--- src/rtl/vip_sobel_threshold_ctrl.sv ---
// Frame-synchronous threshold controller for the Sobel edge detector.
// Counts edge/valid pixels per frame and updates the threshold only between frames.
//
// state  | meaning
// SYNC   | after reset, counters held at 0 until the first frame boundary
// COUNT  | accumulating edge and valid pixels
// LATCH  | publish the frame counts, restart the counters, pulse frame_done
// UPDATE | load the new threshold, keep counting
module vip_sobel_threshold_ctrl #(
  parameter logic [7:0] THR_INIT = 8'd55,
  parameter logic [7:0] THR_MIN  = 8'd8,
  parameter logic [7:0] THR_MAX  = 8'd250
) (
  input  logic        clk,
  input  logic        rst_n,
  input  logic        post_frame_vsync,
  input  logic        post_frame_href,
  input  logic        post_frame_clken,
  input  logic        edge_flag,
  input  logic        cfg_auto,
  input  logic [7:0]  cfg_manual_thr,
  input  logic [3:0]  cfg_step,
  input  logic [19:0] cfg_target_lo,
  input  logic [19:0] cfg_target_hi,
  output logic [7:0]  sobel_threshold,
  output logic [19:0] frame_edge_cnt,
  output logic [19:0] frame_pix_cnt,
  output logic        frame_done,
  output logic [15:0] frame_num
);

  typedef enum logic [1:0] {SYNC, COUNT, LATCH, UPDATE} state_t;

  localparam logic [19:0] CNT_SAT = 20'hFFFFF;

  state_t      state_q;
  logic        vs_d_q;
  logic [19:0] edge_cnt_q, pix_cnt_q;
  logic [19:0] edge_cnt_d, pix_cnt_d;
  logic [19:0] frame_edge_q, frame_pix_q;
  logic        frame_done_q;
  logic [15:0] frame_num_q;
  logic [7:0]  thr_q, thr_d;
  logic [8:0]  thr_cand;
  logic        vs_rise, pix_qual, edge_qual;

  assign vs_rise   = post_frame_vsync & ~vs_d_q;
  assign pix_qual  = post_frame_clken & post_frame_href;
  assign edge_qual = pix_qual & edge_flag;

  assign pix_cnt_d  = (pix_cnt_q == CNT_SAT)  ? pix_cnt_q  : pix_cnt_q  + {19'd0, pix_qual};
  assign edge_cnt_d = (edge_cnt_q == CNT_SAT) ? edge_cnt_q : edge_cnt_q + {19'd0, edge_qual};

  // 9-bit candidate so thr+step cannot wrap; underflow is caught before subtracting.
  always_comb begin
    thr_cand = {1'b0, thr_q};
    if (frame_edge_q > cfg_target_hi)
      thr_cand = {1'b0, thr_q} + {5'd0, cfg_step};
    else if (frame_edge_q < cfg_target_lo)
      thr_cand = (thr_q < {4'd0, cfg_step}) ? 9'd0 : {1'b0, thr_q} - {5'd0, cfg_step};

    if (!cfg_auto)
      thr_d = cfg_manual_thr;
    else if (thr_cand > {1'b0, THR_MAX})
      thr_d = THR_MAX;
    else if (thr_cand < {1'b0, THR_MIN})
      thr_d = THR_MIN;
    else
      thr_d = thr_cand[7:0];
  end

  always_ff @(posedge clk or negedge rst_n) begin
    if (!rst_n) begin
      state_q      <= SYNC;
      vs_d_q       <= 1'b0;
      edge_cnt_q   <= '0;
      pix_cnt_q    <= '0;
      frame_edge_q <= '0;
      frame_pix_q  <= '0;
      frame_done_q <= 1'b0;
      frame_num_q  <= '0;
      thr_q        <= THR_INIT;
    end else begin
      vs_d_q       <= post_frame_vsync;
      frame_done_q <= 1'b0;
      case (state_q)
        SYNC: begin
          edge_cnt_q <= '0;
          pix_cnt_q  <= '0;
          if (vs_rise) state_q <= COUNT;
        end
        COUNT: begin
          edge_cnt_q <= edge_cnt_d;
          pix_cnt_q  <= pix_cnt_d;
          if (vs_rise) state_q <= LATCH;
        end
        LATCH: begin
          frame_edge_q <= edge_cnt_q;
          frame_pix_q  <= pix_cnt_q;
          edge_cnt_q   <= {19'd0, edge_qual};
          pix_cnt_q    <= {19'd0, pix_qual};
          frame_done_q <= 1'b1;
          frame_num_q  <= frame_num_q + 16'd1;
          state_q      <= UPDATE;
        end
        UPDATE: begin
          edge_cnt_q <= edge_cnt_d;
          pix_cnt_q  <= pix_cnt_d;
          thr_q      <= thr_d;
          state_q    <= vs_rise ? LATCH : COUNT;
        end
        default: state_q <= SYNC;
      endcase
    end
  end

  assign sobel_threshold = thr_q;
  assign frame_edge_cnt  = frame_edge_q;
  assign frame_pix_cnt   = frame_pix_q;
  assign frame_done      = frame_done_q;
  assign frame_num       = frame_num_q;

endmodule

--- config.mk ---
export PLATFORM = sky130hd
export DESIGN_NAME = vip_sobel_threshold_ctrl
export DESIGN_NICKNAME = d
export VERILOG_FILES = /design/src/rtl/vip_sobel_threshold_ctrl.sv
export SDC_FILE = /design/constraint.sdc
export NUM_CORES = 1
export LEC_CHECK = 0
export BUFFER_PORTS_ARGS = -buffer_cell sky130_fd_sc_hd__buf_2
export CORE_MARGIN = 4
export CORE_UTILIZATION = 51
export DETAILED_ROUTE_END_ITERATION = 12
export PLACE_DENSITY_LB_ADDON = 0.2
export SETUP_SLACK_MARGIN = 0.4
export SYNTH_ARGS = -nofsm -noshare
export SYNTH_HDL_FRONTEND = slang
export SYNTH_SLANG_ARGS = --single-unit
--- constraint.sdc ---
create_clock -name clk -period 3 [get_ports clk]
set_clock_uncertainty 0.1 [all_clocks]
set_input_delay 0.15 -clock clk [delete_from_list [all_inputs] [get_ports clk]]
set_output_delay 0.15 -clock clk [all_outputs]
set_load 0.02 [all_outputs]
==> After elaboration in Yosys (flattened, before gate mapping) <==
Cells that the tools add are included.
{ "word_totals": {"reg_bits": 108, "input_bits": 59, "out_inout_bits": 65} }
{ "op_classes": {"magnitude_cmp": 5, "reduce_logical": 3, "n_addsub": 5, "n_bitwise": 4, "eq_ne": 9, "mux": 15} }
{ "op_table": {"columns": ["operator", "count"], "rows": [
  ["$pmux W20 S3", 2],
  ["$add A20 B1 Y20", 2],
  ["$eq A20 B20 Y1 const B", 2],
  ["$mux W20", 2],
  ["$mux W9", 3],
  ["$mux W8", 3],
  ["$gt A20 B20 Y1", 1],
  ["$lt A20 B20 Y1", 1],
  ["$add A16 B1 Y16 const B", 1],
  ["$add A8 B4 Y9", 1],
  ["$gt A9 B8 Y1 const B", 1],
  ["$lt A9 B4 Y1 const B", 1],
  ["$sub A8 B4 Y9", 1],
  ["$lt A8 B4 Y1", 1],
  ["$ne A2 B2 Y1 const B", 4],
  ["$pmux W2 S4", 1],
  ["$mux W2", 3],
  ["$eq A2 B2 Y1 const B", 2],
  ["$and A1 B1 Y1", 3],
  ["$eq A2 B1 Y1 const B", 1],
  ["$logic_not A2 Y1", 1],
  ["$reduce_and A2 Y1", 1],
  ["$reduce_or A2 Y1", 1],
  ["$mux W1", 1],
  ["$not A1 Y1", 1]
]} }

==> Logic depth before layout (Yosys ltp) <==
{ "depth": {"ltp_word": 8, "mapped_depth": 14, "mapped_depth_nobuf": 13} }

==> Worst setup path after synthesis <==
Ideal clock, no wire load.
{ "synth_timing": {"path_type": "reg2reg", "start": "reg frame_edge_q[10] (netlist: frame_edge_cnt[10])", "end": "reg thr_q[1] (netlist: sobel_threshold[1])", "path_slack_ns": -0.131, "path_stages_with_launch": 13, "t_arrival_ns": 2.954, "period_less_slack_ns": 3.131, "path_cell_list": "dfrtp_1 > ha_1 > nand4_1 > or3_4 > a21oi_2 > nor4bb_2 > or2_4 > buf_6 > o32a_1 > mux2i_1 > nand4_1 > a32o_1 > a21o_1"} }
{ "synth_between": {"elab_chain_cells": 7, "word_cells_on_any_way": 9, "cone_classes": "order compare (4); mux (5)"} }
{ "synth_lines": {"columns": ["element", "line_no", "rtl"], "rows": [
  ["from (decl)", "40", "logic [19:0] frame_edge_q, frame_pix_q;"],
  ["from (signal assigned)", "98", "frame_edge_q <= edge_cnt_q;"],
  ["$lt A20 B20 Y1", "59", "else if (frame_edge_q < cfg_target_lo)"],
  ["$mux W9", "59", null],
  ["$mux W9 (*)", "57", "if (frame_edge_q > cfg_target_hi)"],
  ["$lt A9 B4 Y1", "66", "else if (thr_cand < {1'b0, THR_MIN})"],
  ["$mux W8", "66", null],
  ["$mux W8 (*)", "64", "else if (thr_cand > {1'b0, THR_MAX})"],
  ["$mux W8 (*)", "62", "if (!cfg_auto)"],
  ["to (signal assigned)", "109", "thr_q <= thr_d;"],
  ["to (decl)", "43", "logic [7:0] thr_q, thr_d;"]
]} }
Every way passes the cells marked *; elsewhere a longest branch is shown, timed or not.
A chain may end at the register's enable or synchronous reset.

==> Final worst setup path <==
{ "layout_timing": {"start": "reg frame_edge_q[10] (netlist: frame_edge_cnt[10])", "end": "reg thr_q[3] (netlist: sobel_threshold[3])"} }
The elaborated chain is that of the path after synthesis.

==> flow_metrics.env <==
export IMPL_drv_cap=0
export IMPL_drt_wirelength_per_cell_um=15.1
export IMPL_crit_type="reg -> reg"
export IMPL_slowest_stage="dfrtp_2"
export IMPL_regArea_um2=2720
export IMPL_multi_input_area_um2=3780
export IMPL_cts_sinks=108
export IMPL_min_to="sobel_threshold[4]"
export IMPL_p_seq_share_pct=36.2
export IMPL_grt_pass1_wl_mm=27.1
export IMPL_p_leak_nw=4.44
export IMPL_via_per_inst=5.28
export IMPL_fill_cells=1018
export IMPL_worst_ep_required_time_ns=3.13
export IMPL_yosys_cell_count_top_type="nand2_1"
export IMPL_r2r_slack_ns=-0.14
export IMPL_worstMarginPinSlew_ns=0.778
export IMPL_setup_viol=8
export IMPL_hpwl_mm=11.9
export IMPL_internal_power_mw=3.24
export IMPL_final_util_pct=68.8
export IMPL_synth_seq_cells=108
export IMPL_total_power_mw=4.95
export IMPL_root_buffer="clkbuf_16"
export IMPL_clock_power_share_pct=25.4
export IMPL_die_h_um=120
export IMPL_ctsHtreeMaxLevel=3
export IMPL_ff2ff_path_depth=11
export IMPL_syn_area_um2=6410
export IMPL_status="finished, violations left"
export IMPL_cts_buffers=9
export IMPL_min_from="cfg_manual_thr[4]"
export IMPL_drv_slew=0
export IMPL_synth_top_area_cell="dfrtp_1"
export IMPL_vias=5678
export IMPL_max_slew_margin_pct=48.1
export IMPL_globalRoute_totalOverflow=0
export IMPL_hold_violations=0
export IMPL_areaGrowthSynthToFinish_pct=30.4
export IMPL_synth_top_area_share_pct=40.2
export IMPL_drt_pass1_iterations=4
export IMPL_wl_mm=16.2
export IMPL_min_path_type="in -> reg"
export IMPL_arrival_ns=3.26
export IMPL_die_area_um2=14400
export IMPL_synth_edf_count=0
export IMPL_place_gp_congestion=0.898
export IMPL_drt_iter0_markers=312
export IMPL_cp_cell_sequence="ha_4, nand4_1, or3_4, nor3_2, a21o_1, or2_4, buf_8, mux2i_4, nor3_1, o221a_4, o31a_1"
export IMPL_ys_warn_count=0
export IMPL_p_comb_share_pct=38.4
export IMPL_r2r_start="frame_edge_cnt[10]"
export IMPL_power_switching_mw=1.71
export IMPL_fin_ws_ns=-0.138
export IMPL_synth_commonest_cells="165 x nand2_1, 103 x dfrtp_1, 55 x inv_1, 52 x ha_1, 40 x xnor2_1"
export IMPL_max_freq_mhz=319
export IMPL_grt_pass1_vias=5756
export IMPL_cts_path_max_buffers=2
export IMPL_rows=40
export IMPL_async_reset_ff_share_pct=100
export IMPL_cp_end_kind="flip-flop"
export IMPL_crit_path_max_incr_delay_ns=0.45
export IMPL_post_route_period_util_pct=105
export IMPL_clk_latency_ns=0.34
export IMPL_nets=1016
export IMPL_p_per_area_nw_per_um2=592
export IMPL_synthesis_nets=840
export IMPL_avgSynthCellArea_um2=8.82
export IMPL_antenna_found_initial=0
export IMPL_violations="setup timing"
export IMPL_final_cells=1076
export IMPL_drc=0
export IMPL_coreArea_um2=12200
export IMPL_rsz0062_at_grt="yes"
export IMPL_numPortBuffers=123
export IMPL_path_clk_slew_ns=0.07
export IMPL_layout_min_cycle_time_ns=3.14
export IMPL_track_usage_pct=22.7
export IMPL_cts_tree="built"
export IMPL_diodes=0
export IMPL_numPlacedInstances=1043
export IMPL_synthTopCellsByArea="dfrtp_1 40%, ha_1 10%, nand2_1 9.7%"
export IMPL_crit_path_start_kind="flip-flop"
export IMPL_final_layout_size_suffix_gt1_share_pct=30.0
export IMPL_vdd_drop_max_mv=0.452
export IMPL_worstPathMaxFanout=8
export IMPL_die_w_um=120
export IMPL_netlist_instances=727
export IMPL_synth_cell_types=56
export IMPL_timing_rr_end="sobel_threshold[3]"
export IMPL_ant_nets=0
export IMPL_grt_start_max_net_pins=62
export IMPL_initial_core_util_pct=52.7
export IMPL_switching_share_pct=34.6
export IMPL_ios=124
export IMPL_setup_tns_ns=-0.515
export IMPL_ys_flop_type="dfrtp_1"
export IMPL_hold_path_depth=4
export IMPL_seq_area_frac_synth_pct=42.2
-- logic make-up after synthesis --
| family | count (synthesis) | synth area share [%] |
|---|---|---|
| fa+ha+maj | 54 | 10.8 |
| compound gates | 90 | 8.97 |
| simple gates | 340 | 25.4 |
| xor+xnor | 50 | 6.83 |
| flops | 108 | 42.2 |
| mux | 7 | 1.13 |
| buf+inv | 78 | 4.70 |
-- metal layers --
| metal | wire length (µm) | vias up | global-route usage [%] | part of all wire, % |
|---|---|---|---|---|
| met5 | 0 | - | 0 | 0 |
| met4 | 147 | 0 | 5.65 | 0.91 |
| met3 | 767 | 10 | 2.92 | 4.7 |
| met2 | 7760 | 142 | 37.7 | 48 |
| met1 | 7520 | 2727 | 31.7 | 46 |
| li1 | - | 2799 | - | - |
-- placed cells by master (no fill, tap or decap), types with 7 or more instances in the layout --
| cell | Yosys | layout |
|---|---|---|
| dfrtp_1 | 103 | 93 |
| dfrtp_2 | 0 | 10 |
| nor2_1 | 26 | 26 |
| nor3_1 | 17 | 11 |
| o21ai_0 | 25 | 18 |
| a21oi_1 | 26 | 17 |
| nor2b_1 | 8 | 7 |
| ha_4 | 0 | 10 |
| clkbuf_16 | 0 | 9 |
| nand3_1 | 30 | 29 |
| inv_1 | 55 | 53 |
| xor2_1 | 10 | 10 |
| nand4_1 | 23 | 23 |
| xnor2_1 | 40 | 40 |
| and2_1 | 32 | 32 |
| nand2_1 | 165 | 163 |
| buf_4 | 0 | 62 |
| nand2b_1 | 9 | 8 |
| ha_1 | 52 | 42 |
| a21oi_2 | 1 | 9 |
| buf_2 | 1 | 122 |
-- state kept, by name (all words and copies together), names as in the netlist --
register / cells
frame_pix_cnt: 20
sobel_threshold: 8
frame_edge_cnt: 20
frame_done: 1
edge_cnt_q: 20
vs_d_q: 1
pix_cnt_q: 20
frame_num: 16
state_q: 2
-- area by class of cell --
cell class,count,area share (%)
clock buffers,14,3.40
clock inverters,2,0.464
inverters,55,2.47
multi-input cells,541,45.2
flip-flops and latches,108,32.5
well taps,168,2.51
repair buffers,188,13.4
-- power groups by stage --
stage               Combinational, mW  Sequential (mW)  Clock, mW
floorplan                       0.893             1.89          0
global placement                 1.62             1.80          0
detailed placement               1.65             1.81          0
CTS                              1.76             1.78       1.28
global route                     2.07             1.81       1.35
finish                           1.90             1.80       1.26
-- critical path, delay by kind of cell (launching register included) --
family,cells,cell delay (ns)
and+or+nand+nor,5,1.08
AOI/OAI and AO/OA,3,0.70
DFF,1,0.45
adders and majority gates,1,0.28
muxes,1,0.25
buffers and inverters,1,0.16
-- per-stage QoR --
stage,cell area [µm²],setup slack (ns),hold slack (ns)
6_report,8360,-0.138,0.0271
5_1_grt,8360,-0.245,0.0423
4_1_cts,8100,-0.145,0.0328
3_5_place_dp,7630,-0.226,0.174
3_3_place_gp,7630,-0.189,0.164
2_1_floorplan,6540,-0.0180,-0.246
-- worst max path at each step --
stage                       startpoint                  to  slack, ns  depth (start not counted)
finish              frame_edge_cnt[10]  sobel_threshold[3]      -0.14                         11
global placement     frame_edge_cnt[1]  sobel_threshold[3]      -0.19                         11
floorplan           frame_edge_cnt[11]  sobel_threshold[1]      -0.02                         12
detailed placement   frame_edge_cnt[1]  sobel_threshold[3]      -0.23                         10
global route        sobel_threshold[0]  sobel_threshold[1]      -0.24                         12
CTS                 frame_edge_cnt[10]  sobel_threshold[1]      -0.15                         11
-- timing repair --
action	CTS	global route
hold buffers	2	0
gates resized for setup	16	40
cloned	0	0
endpoints found under the hold margin	56	0
pin swaps	6	17
buffers inserted	6	9
endpoints found under the setup margin	8	22
No activity file was read; power rests on OpenSTA's default activity.
